[config.mk]
export PLATFORM = sky130hd
export DESIGN_NAME = pipe_stage_reg
export DESIGN_NICKNAME = d
export VERILOG_FILES = /design/src/rtl/pipe_stage_reg.sv
export SDC_FILE = /design/constraint.sdc
export NUM_CORES = 1
export LEC_CHECK = 0
export CAP_MARGIN = 10
export CORE_AREA = 3 3 174 176
export DETAILED_ROUTE_END_ITERATION = 16
export DIE_AREA = 0 0 177 179
export HOLD_SLACK_MARGIN = 0.02
export PLACE_DENSITY = 0.65
export SETUP_SLACK_MARGIN = 0.1
export SYNTH_ARGS = -nofsm -noshare
export SYNTH_HDL_FRONTEND = slang
export SYNTH_SLANG_ARGS = --single-unit
export TNS_END_PERCENT = 10
[constraint.sdc]
create_clock -name CLK -period 3.9 [get_ports CLK]
set_input_delay 0.585 -clock CLK [delete_from_list [all_inputs] [get_ports CLK]]
set_output_delay 0.585 -clock CLK [all_outputs]
set_load 0.03 [all_outputs]
[src/rtl/pipe_stage_reg.sv]
// pipe_stage_reg: valid/ready pipeline register with a two-entry skid buffer and synchronous flush.
// Define PIPE_STAGE_PERF_EN to add the saturating stall_cycles backpressure counter.
module pipe_stage_reg #(
  parameter int WIDTH = 128,
  parameter int CNT_W = 32
) (
  input  logic             CLK,
  input  logic             RST,
  input  logic             flush,
  input  logic             in_valid,
  output logic             in_ready,
  input  logic [WIDTH-1:0] in_data,
  output logic             out_valid,
  input  logic             out_ready,
  output logic [WIDTH-1:0] out_data
`ifdef PIPE_STAGE_PERF_EN
  ,
  output logic [CNT_W-1:0] stall_cycles
`endif
);
  typedef enum logic [1:0] {EMPTY, ONE, FULL} state_t;
  state_t state_q, state_d;
  logic [WIDTH-1:0] main_q, skid_q, main_d, skid_d;
  logic main_v, skid_v, in_fire, out_fire;
  if (WIDTH < 1 || CNT_W < 1) begin : g_bad_param
    $error("pipe_stage_reg: WIDTH and CNT_W must be positive");
  end
  assign main_v    = state_q != EMPTY;
  assign skid_v    = state_q == FULL;
  assign in_ready  = !skid_v;
  assign out_valid = main_v;
  assign out_data  = main_v ? main_q : '0;
  assign in_fire   = in_valid && in_ready;
  assign out_fire  = out_valid && out_ready;
  always_comb begin
    state_d = state_q;
    main_d  = main_q;
    skid_d  = skid_q;
    unique case (state_q)
      EMPTY: if (in_fire) begin
        state_d = ONE;
        main_d  = in_data;
      end
      ONE: if (in_fire && out_fire) main_d = in_data;
      else if (in_fire) begin
        state_d = FULL;
        skid_d  = in_data;
      end else if (out_fire) state_d = EMPTY;
      FULL: if (out_fire) begin
        state_d = ONE;
        main_d  = skid_q;
      end
      default: state_d = EMPTY;
    endcase
    // an out fire alongside flush has already been taken downstream; only held entries drop
    if (flush) begin
      state_d = EMPTY;
      main_d  = '0;
      skid_d  = '0;
    end
  end
  always_ff @(posedge CLK) begin
    if (RST) begin
      state_q <= EMPTY;
      main_q  <= '0;
      skid_q  <= '0;
    end else begin
      state_q <= state_d;
      main_q  <= main_d;
      skid_q  <= skid_d;
    end
  end
`ifdef PIPE_STAGE_PERF_EN
  always_ff @(posedge CLK) begin
    if (RST) stall_cycles <= '0;
    else if (out_valid && !out_ready && stall_cycles != '1) stall_cycles <= stall_cycles + CNT_W'(1);
  end
`endif
endmodule

==> results by group <==
Clocking
  • Clk_lat worst skew: 520 ps
  • # H-tree levels: 1
  • CTS Sinks: 258
  • Root buf cell: clkbuf_16
  • Maximum clock insertion buffer count: 3
  • Post-CTS sizing: 0
  • CTS tree: done
  • Clock slew at reported path FFs: 60 ps
  • Num CTS Buffers: 28
  • Post-CTS Setup Bufs: 0
  • Hold_buf cts: 0

Logic synthesis
  • Post-Syn Area: 0.0115 mm^2
  • Compound-gate portion of the synthesized area: 22.5%
  • Synth top area share: 44.8%
  • Post-synthesis mux area share: 11.1%
  • Post-synth cell types: 21
  • Syn Area/Cell: 8.79 um^2
  • Biggest area consumer among synthesized cells: dfxtp_1
  • Syn Nets: 1446
  • Seq cells post-synth: 258
  • Fraction of synthesized cell area in xor and xnor cells: 0%
  • Top post-synthesis cells by area: dfxtp_1 (45%), a211oi_1 (17%), mux2i_1 (11%)
  • Synth Area in Simple Gates: 16.0%
  • Post-Synthesis Cells: 1313
  • Largest family of logic cells by synthesized area: compound AO/OA/AOI/OAI gates
  • Synth warn: 0
  • Post-synthesis sequential area ratio: 44.8%
  • Adder-Cell Fraction of Synth Area: 0%

Global routing
  • First-pass GRT wire length: 53400 um
  • Initial antenna violation count: 1
  • Vias in the first global route: 9577
  • Largest net degree at the start of global routing: 130
  • GRT Overall Usage: 20.6%
  • GRT overflow: 0

STA
  • Final worst-path cycle share: 88.7%
  • Unrepaired setup endpoints after global routing: no
  • Setup TNS: 0 ps
  • Max-slew headroom: 26.5%
  • Hold slack: 452 ps
  • Clock Skews: 6.90 ps
  • Setup violators final: 0
  • Maximum clock rate: 289 MHz
  • Worst Max-Slew Pin Slew: 1100 ps
  • Worst Slack Setup Final: 440 ps
  • Max-slew violations: 0
  • Hold Violations, Final: 0
  • Min Tclk post-route: 3460 ps

Power and ir drop
  • PwrDens: 395 mW/mm^2
  • Leakage power: 5.91 nW
  • Overall Power: 6.01 mW
  • Max IR drop VDD: 0.000263 V

Worst setup path
  • CP Data Arrival Time: 2880 ps
  • R2R Path End: main_q[59]
  • CP Launch Type: register
  • Critical Path RT: 3310 ps
  • Delay-heaviest family, CP: buffers and inverters
  • Crit. End Element: output pin
  • Crit Path Category: register to output pin
  • Worst Reg2Reg Path Length in Cells: 4
  • Worst R2R Setup Slack: 1560 ps
  • Buffers plus inverters on the worst setup path: 2
  • Largest stage delay on the critical path: 680 ps
  • Worst path cell trace: or2_4 -> buf_4 -> and2_1 -> clkdlybuf4s50_1
  • CP max FO: 48
  • Origin of the critical flop-to-flop path: state_q[0]
  • Slowest CP cell: clkdlybuf4s50_1

Worst hold path
  • Hold_sp: skid_q[77]
  • Hold Crit Class: register to register
  • Hold EP: skid_q[77]
  • Worst Hold Depth: 2

Detailed routing
  • Vias per cell: 5.27
  • First-pass DRT Iterations: 4
  • Via count: 9917
  • Routed len/inst: 18.1 um
  • Initial drt markers: 683
  • Total routed wirelength: 34100 um
  • ANT nets after route: 0
  • Detailed-route DRC error count: 0

Placement
  • Placer Congestion: 0.792
  • Post-DP HPWL: 19900 um
  • Placed Area: 0.0143 mm^2
  • DP Worst Slack: 975 ps
  • Port bufs: 262
  • Placed cell count: 1834

Floorplan
  • # rows: 62
  • Area of the die: 0.0317 mm^2
  • Core area: 0.0288 mm^2
  • Starting Density: 40.1%
  • DIE WIDTH: 177 um
  • IO Count: 263
  • Die Span Y: 179 um

Flow run
  • Maxcap violations: 0

Final layout
  • Post-route non-filler standard cell count: 1883
  • Nets: 1613
  • Share of cells above drive strength 1: 4.54%
  • Area grow syn2layout: 31.9%
  • Commonest non-fill, non-tap cell in the layout: clkdlybuf4s50_1
  • Finished Core Util: 52.9%
  • Most frequent cells in the layout: clkdlybuf4s50_1 (262), dfxtp_1 (258), nand2_1 (257), a211oi_1 (256)
  • Post-route cell area: 0.0152 mm^2

Outcome
  • Status: finished clean
synthesized netlist by cell type, drive strengths merged:
| library cell | instances |
|---|---|
| dfxtp | 258 |
| nand2 | 257 |
| a211oi | 256 |
| a21oi | 129 |
| and2 | 129 |
| mux2i | 128 |
| buf | 78 |
| clkbuf | 64 |
| a21o | 2 |
| nand2b | 2 |
| or2 | 2 |
| and3b | 1 |
| nand4bb | 1 |
| nor2 | 1 |
| nor2b | 1 |
| nor4bb | 1 |
| o21a | 1 |
| o21bai | 1 |
| or3b | 1 |
where the power goes:
group / internal (mW) / switching (mW)
Sequential: 2.71 / 0.0429
Combinational: 0.296 / 0.333
Clock: 1.59 / 1.03
state kept, by name, summed over array words and instances (netlist names):
signal,cells
main_q,128
skid_q,128
state_q,2
cell type report:
| cell class | instances | area (um^2) |
|---|---|---|
| Clock inverter | 7 | 85.1 |
| Sequential cell | 258 | 5160 |
| Fill cell | 2641 | 13600 |
| Timing Repair Buffer | 279 | 2860 |
| Antenna cell | 1 | 2.50 |
| Clock buffer | 41 | 831 |
| Multi-Input combinational cell | 913 | 5790 |
| Tap cell | 384 | 480 |
tightest hold or removal path: cells and delay by family (launching register included):
family | cells | cell delay [ps]
flip-flops | 1 | 300
AO/OA/AOI/OAI | 1 | 50
AND/OR/NAND/NOR | 1 | 50
layer usage:
metal / wire (um) / GRT usage, % / vias to the layer above / share of wire [%]
met5: 0 / 0 / - / 0
met4: 812 / 5.01 / 0 / 2.4
met3: 1870 / 3.96 / 45 / 5.5
met2: 16400 / 34.5 / 240 / 48
met1: 15000 / 27.5 / 4663 / 44
li1: - / - / 4969 / -
worst max-delay path by stage:
stage               startpoint             to  slack, ps  cells after the start
floorplan           state_q[1]  out_data[118]       2000                      3
global placement    state_q[1]   out_data[62]       1030                      4
detailed placement  state_q[1]  out_data[103]        980                      4
CTS                 state_q[1]  out_data[103]        400                      4
global route        state_q[1]  out_data[103]        290                      4
finish              state_q[1]  out_data[103]        440                      4
cell families after synthesis:
family                 count (synthesis)
AOI/OAI and AO/OA                    389
buffers and inverters                142
DFF                                  258
and+or+nand+nor                      396
muxes                                128
Power figures use the tool's default switching activity.
